### src/rtl/ysyx_22041211_fetch_ctrl.sv
// Instruction-fetch sequencer: owns the architectural PC, issues one AR/R
// read per instruction and hands the returned word to decode through a
// valid/ready handshake. Branch redirects that land while a read is in
// flight are remembered in a flush flag so the stale word is dropped.
module ysyx_22041211_fetch_ctrl #(
  parameter int                    ADDR_LEN  = 32,
  parameter int                    DATA_LEN  = 32,
  parameter logic [ADDR_LEN-1:0]   RESET_VAL = 32'h8000_0000
) (
  input  logic                clk,
  input  logic                rst,
  // read-address channel
  output logic [ADDR_LEN-1:0] ifu_araddr,
  output logic                ifu_arvalid,
  input  logic                ifu_arready,
  // read-data channel
  input  logic [DATA_LEN-1:0] ifu_rdata,
  input  logic [1:0]          ifu_rresp,
  input  logic                ifu_rvalid,
  output logic                ifu_rready,
  // decode interface
  output logic [DATA_LEN-1:0] inst_o,
  output logic                inst_valid_o,
  input  logic                inst_ready_i,
  // redirect interface
  input  logic                branch_request_i,
  input  logic                branch_flag_i,
  input  logic [ADDR_LEN-1:0] branch_target_i,
  // status
  output logic [ADDR_LEN-1:0] pc,
  output logic                fetch_err_o
);

  localparam logic [2:0] IDLE = 3'd0;
  localparam logic [2:0] AR   = 3'd1;
  localparam logic [2:0] R    = 3'd2;
  localparam logic [2:0] OUT  = 3'd3;
  localparam logic [2:0] HALT = 3'd4;

  localparam logic [ADDR_LEN-1:0] PC_STEP = ADDR_LEN'(32'd4);
  localparam logic [1:0]          RESP_OKAY = 2'b00;

  logic [2:0]          state;
  logic [2:0]          next_state;
  logic                flush;
  logic                next_flush;
  logic [ADDR_LEN-1:0] next_pc;
  logic [ADDR_LEN-1:0] next_araddr;
  logic [DATA_LEN-1:0] next_inst;
  logic                next_err;

  logic                redirect;
  logic [ADDR_LEN-1:0] target;
  logic [ADDR_LEN-1:0] pc_plus4;
  logic                bus_err;

  // Instructions are word aligned, so the low target bits are dropped.
  logic                unused_target_bits;

  assign redirect           = branch_request_i & branch_flag_i;
  assign target             = {branch_target_i[ADDR_LEN-1:2], 2'b00};
  assign pc_plus4           = pc + PC_STEP;
  assign bus_err            = (ifu_rresp != RESP_OKAY);
  assign unused_target_bits = ^branch_target_i[1:0];

  // Next-state, next-PC and datapath decisions for every fetch state.
  always_comb begin
    next_state  = state;
    next_pc     = pc;
    next_araddr = ifu_araddr;
    next_flush  = flush;
    next_inst   = inst_o;
    next_err    = fetch_err_o;

    case (state)
      IDLE: begin
        // First cycle after reset: latch the address that AR will present.
        if (redirect) begin
          next_pc = target;
        end else begin
          next_pc = pc;
        end
        next_araddr = next_pc;
        next_state  = AR;
      end

      AR: begin
        // The presented address is held until arready even if pc moves;
        // a redirect here only retargets pc and marks the fetch stale.
        if (redirect) begin
          next_pc    = target;
          next_flush = 1'b1;
        end else begin
          next_pc    = pc;
        end
        if (ifu_arready) begin
          next_state = R;
        end else begin
          next_state = AR;
        end
      end

      R: begin
        if (ifu_rvalid) begin
          if (bus_err) begin
            next_err   = 1'b1;
            next_state = HALT;
          end else if (flush || redirect) begin
            // Stale word: drop it and refetch from the (possibly new) pc.
            next_flush = 1'b0;
            if (redirect) begin
              next_pc = target;
            end else begin
              next_pc = pc;
            end
            next_araddr = next_pc;
            next_state  = AR;
          end else begin
            next_inst  = ifu_rdata;
            next_state = OUT;
          end
        end else if (redirect) begin
          next_pc    = target;
          next_flush = 1'b1;
        end else begin
          next_state = R;
        end
      end

      OUT: begin
        if (inst_ready_i) begin
          if (redirect) begin
            next_pc = target;
          end else begin
            next_pc = pc_plus4;
          end
          next_araddr = next_pc;
          next_state  = AR;
        end else if (redirect) begin
          // Decode has not taken the word and the path changed: drop it.
          next_pc     = target;
          next_araddr = target;
          next_state  = AR;
        end else begin
          next_state = OUT;
        end
      end

      HALT: begin
        next_err   = 1'b1;
        next_state = HALT;
      end

      default: begin
        next_state = IDLE;
      end
    endcase
  end

  // State and registered outputs; valids are derived from the next state
  // so no ready input ever reaches a valid output combinationally.
  always_ff @(posedge clk or posedge rst) begin
    if (rst) begin
      state        <= IDLE;
      pc           <= RESET_VAL;
      ifu_araddr   <= RESET_VAL;
      flush        <= 1'b0;
      inst_o       <= {DATA_LEN{1'b0}};
      fetch_err_o  <= 1'b0;
      ifu_arvalid  <= 1'b0;
      ifu_rready   <= 1'b0;
      inst_valid_o <= 1'b0;
    end else begin
      state        <= next_state;
      pc           <= next_pc;
      ifu_araddr   <= next_araddr;
      flush        <= next_flush;
      inst_o       <= next_inst;
      fetch_err_o  <= next_err;
      ifu_arvalid  <= (next_state == AR);
      ifu_rready   <= (next_state == R);
      inst_valid_o <= (next_state == OUT);
    end
  end

endmodule

### config.mk
export PLATFORM = sky130hd
export DESIGN_NAME = ysyx_22041211_fetch_ctrl
export DESIGN_NICKNAME = d
export VERILOG_FILES = /design/src/rtl/ysyx_22041211_fetch_ctrl.sv
export SDC_FILE = /design/constraint.sdc
export NUM_CORES = 1
export LEC_CHECK = 0
export BUFFER_PORTS_ARGS = -buffer_cell sky130_fd_sc_hd__buf_2
export CORE_MARGIN = 4
export CORE_UTILIZATION = 53
export CTS_CLUSTER_SIZE = 12
export DETAILED_ROUTE_END_ITERATION = 8
export HOLD_SLACK_MARGIN = 0.08
export PLACE_DENSITY = 0.81
export SYNTH_ARGS = -nofsm -noshare
export SYNTH_HDL_FRONTEND = slang
export SYNTH_SLANG_ARGS = --single-unit
### constraint.sdc
create_clock -name clk -period 3.82 [get_ports clk]
set_clock_uncertainty 0.1 [all_clocks]
set_input_delay 0.764 -clock clk [delete_from_list [all_inputs] [get_ports clk]]
set_output_delay 0.764 -clock clk [all_outputs]
set_load 0.01 [all_outputs]
==> summary.md <==
| Metric | Value |
|---|---|
| Status | finished, final reports clean |
| Hold Path Stages | 2 |
| Net Sw Frac | 42.6% |
| Final slew viol count | 0 |
| Post-cts resize count | 0 |
| CP required | 4.01 ns |
| # fillers | 919 |
| Final WS setup | 0.965 ns |
| Post-layout util | 65.8% |
| Reg-to-reg slack, setup | 0.96 ns |
| Fin crit share | 74.8% |
| Max Clock Freq | 350 MHz |
| Avg Cell Area, Syn | 8.28 µm² |
| Most used DFF post-synth | dfrtp_1 |
| Hold buffers post-CTS | 0 |
| Hold path startpoint | inst_o[5]$_DFFE_PP0P_ |
| Comb pwr share | 42.5% |
| Worst-margin pin slew | 1.12 ns |
| Initial antenna violation count | 2 |
| Type of the worst setup path | reg -> reg |
| Die height | 114 µm |
| Maximum buffer depth of the clock tree | 2 |
| Number of I/O port buffers | 170 |
| DRT antenna net count | 0 |
| Total length of routed wires | 19100 µm |
| Syn Inst Count | 723 |
| Pin count of the biggest net entering global routing | 75 |
| Starting DRC count in detailed routing | 775 |
| Worst Hold Endpoint | inst_o[5]$_DFFE_PP0P_ |
| Die Width | 114 µm |
| Detailed Place HPWL | 12900 µm |
| Cell Area, Synth | 0.00599 mm² |
| CTS buffer count | 9 |
| Setup crit end kind | register |
| Maximum vdd ir drop | 0.000347 V |
| Net switching power figure | 0.00204 W |
| Vias in the first global route | 6093 |
| Post-CTS Setup Bufs | 0 |
| # IOs | 173 |
| Vias post-DR | 6439 |
| Critical path data arrival time | 3.04 ns |
| Core Area | 0.0109 mm² |
| GRT Total Usage | 28.9% |
| Power, Total | 0.00480 W |
| First-pass GRT wire length | 30600 µm |
| Crit Reg-Reg Endpoint | ifu_araddr[22]$_DFFE_PP0P_ |
| Starting Density | 54.7% |
| CP startpoint kind | register |
| GR Overflow Total | 0 |
| Final nets | 930 |
| Clk sinks | 104 |
| CTS Root Cell | clkbuf_16 |
| Slew headroom | 25.1% |
| Hold WC Path Type | reg -> reg |
| Final hold viol count | 0 |
| Clock share of power | 20.0% |
| Area of the die | 0.0131 mm² |
| Area grow syn2layout | 20.1% |
| Placed cell area | 0.00688 mm² |
| Async set-reset flop share out of synthesis | 100% |
| Worst Reg-to-Reg Cells | 6 |
| Power per cell area | 667 mW/mm² |
| Synthesized net count | 797 |
| Post-synth EDFFs | 0 |
| Worst Setup SP | pc[2]$_DFFE_PP0P_ |
| Count of different cell masters after synthesis | 73 |
| H-Tree Depth | 3 |
| Ys Warns | 0 |
| Setup Viol. Count Final | 0 |
| P_leak | 3.35 nW |
| First drt pass iteration count | 6 |
| Final min period | 2.86 ns |
| Placer Congestion | 0.973 |
| Setup tns final | 0 ns |
| Drc violations | 0 |
| # rows | 38 |
| MaxCap Viol Count | 0 |
| Int Power | 0.00276 W |
| Share of layout cells above drive strength 1 | 27.2% |
| Setup WS pre-CTS | 0.864 ns |
| WL per Instance | 19.1 µm |
| RSZ-0062 raised after global routing | false |
| Crit-path max FO | 17 |
| FF-to-FF Start | pc[2]$_DFFE_PP0P_ |
| Post-route cell area | 0.00719 mm² |
| CTS tree | yes |
| Sequential share of the synthesized area | 43.5% |
| Post-DR vias/cell | 6.43 |
| CTS clk-pin slew, worst paths | 0.07 ns |
| #FFs+latches synth | 104 |
| Worst skew pair latency | 0.34 ns |
| Part of the power in registers | 37.5% |
==> synth_stat cells (3+ instances only) <==
cell,number,area [µm²]
nand2_1,137,514
dfrtp_1,102,2550
nor2_1,54,203
a21oi_1,53,265
clkbuf_1,45,169
o21ai_0,43,215
nor3_1,29,145
nand3_1,27,135
o22ai_1,20,125
buf_2,16,80.1
a221oi_1,13,114
nand4_1,13,81.3
nor4_1,10,62.6
or2_2,10,62.6
mux2i_1,9,90.1
xnor2_1,9,78.8
a211oi_1,8,60.1
inv_1,8,30.0
a31oi_1,7,43.8
o31ai_1,7,52.6
and3_1,6,37.5
o21a_1,5,37.5
or3_1,5,31.3
a22o_1,4,35.0
a2bb2oi_1,4,35.0
nor2b_1,4,25.0
o22a_1,4,35.0
and4_1,3,26.3
nand2b_1,3,18.8
o211ai_1,3,22.5
o21ai_1,3,15.0
o32ai_1,3,26.3
==> area by class of cell <==
class | count | area, µm² | share of cell area (%)
Multi-Input combinational cell | 546 | 3080 | 42.8
Sequential cell | 104 | 2610 | 36.2
Timing Repair Buffer | 187 | 991 | 13.8
Clock buffer | 10 | 239 | 3.32
Tap cell | 140 | 175 | 2.44
Clock inverter | 6 | 67.6 | 0.939
Inverter | 8 | 32.5 | 0.452
Antenna cell | 1 | 2.50 | 0.0348
==> cell usage in the layout (no fill, tap or decap), types with 3 or more instances in the layout <==
| cell | n |
|---|---|
| a2bb2oi_1 | 4 |
| a31oi_1 | 7 |
| nor3_1 | 29 |
| a221oi_1 | 13 |
| buf_4 | 16 |
| nor4_1 | 10 |
| o211ai_1 | 3 |
| nand2_1 | 136 |
| and4_1 | 3 |
| a21oi_1 | 53 |
| inv_1 | 7 |
| xnor2_1 | 9 |
| nand4_1 | 13 |
| nand3_1 | 27 |
| o21a_1 | 5 |
| and3_1 | 6 |
| or2_2 | 10 |
| o22ai_1 | 20 |
| nor2b_1 | 4 |
| o22a_1 | 4 |
| or3_1 | 5 |
| o31ai_1 | 7 |
| o32ai_1 | 3 |
| clkbuf_16 | 9 |
| mux2i_1 | 9 |
| nor2_1 | 53 |
| buf_2 | 170 |
| o21ai_0 | 43 |
| a211oi_1 | 8 |
| nand2b_1 | 3 |
| dfrtp_1 | 102 |
| a22o_1 | 4 |
==> kinds of logic after synthesis <==
family          share of synthesized area (%)
flops                                    43.5
buf+inv                                  5.18
mux                                      1.50
fa+ha+maj                               0.209
compound gates                           22.8
simple gates                             25.4
xor+xnor                                 1.46
==> routing by layer <==
layer	vias up	track usage (%)	part of all wire (%)	wire, µm
met1	3018	38.5	39	7450
met3	84	6.71	12	2240
met4	2	15.3	4.3	823
li1	2883	-	-	-
met2	452	43.9	45	8570
met5	-	0	0.068	13
==> stage by stage <==
| stage | instances | hold WS [ns] |
|---|---|---|
| 6_report | 1002 | 0.371 |
| 5_1_grt | 1002 | 0.392 |
| 4_1_cts | 1001 | 0.375 |
| 3_5_place_dp | 985 | 0.356 |
| 3_3_place_gp | 985 | 0.350 |
| 2_1_floorplan | 723 | 0.383 |
==> flip-flops by register name, summed over array words and instances (netlist names) <==
| name | count |
|---|---|
| inst_o | 32 |
| ifu_arvalid | 1 |
| state | 3 |
| flush | 1 |
| ifu_rready | 1 |
| inst_valid_o | 1 |
| pc | 32 |
| ifu_araddr | 32 |
| fetch_err_o | 1 |
==> critical path, cell delays in order (launching register included) <==
cell and delay, ns:
dfrtp_1 0.50, ha_1 0.29, nand3_1 0.27, or4_1 0.88, or3_1 0.43, a31oi_1 0.18
o22a_1 0.15
==> worst max-delay path by stage <==
stage                                 end  slack [ns]  depth (start not counted)
2_1_floorplan     fetch_err_o$_DFFE_PP0P_        0.23                          1
3_3_place_gp           pc[29]$_DFFE_PP0P_        0.87                          7
3_5_place_dp           pc[29]$_DFFE_PP0P_        0.86                          7
4_1_cts        ifu_araddr[22]$_DFFE_PP0P_        0.99                          6
5_1_grt        ifu_araddr[22]$_DFFE_PP0P_        0.83                          6
6_report       ifu_araddr[22]$_DFFE_PP0P_        0.96                          6
==> power groups by stage <==
stage	Clock, W	Sequential (W)	Combinational [W]
after global routing	0.00102	0.00184	0.00223
after detailed placement	0	0.00180	0.00202
after floorplan	0	0.00176	0.00130
final	0.000957	0.00180	0.00204
after global placement	0	0.00177	0.00195
after CTS	0.000965	0.00179	0.00203
Note: power is estimated with default switching activity, not from simulation.
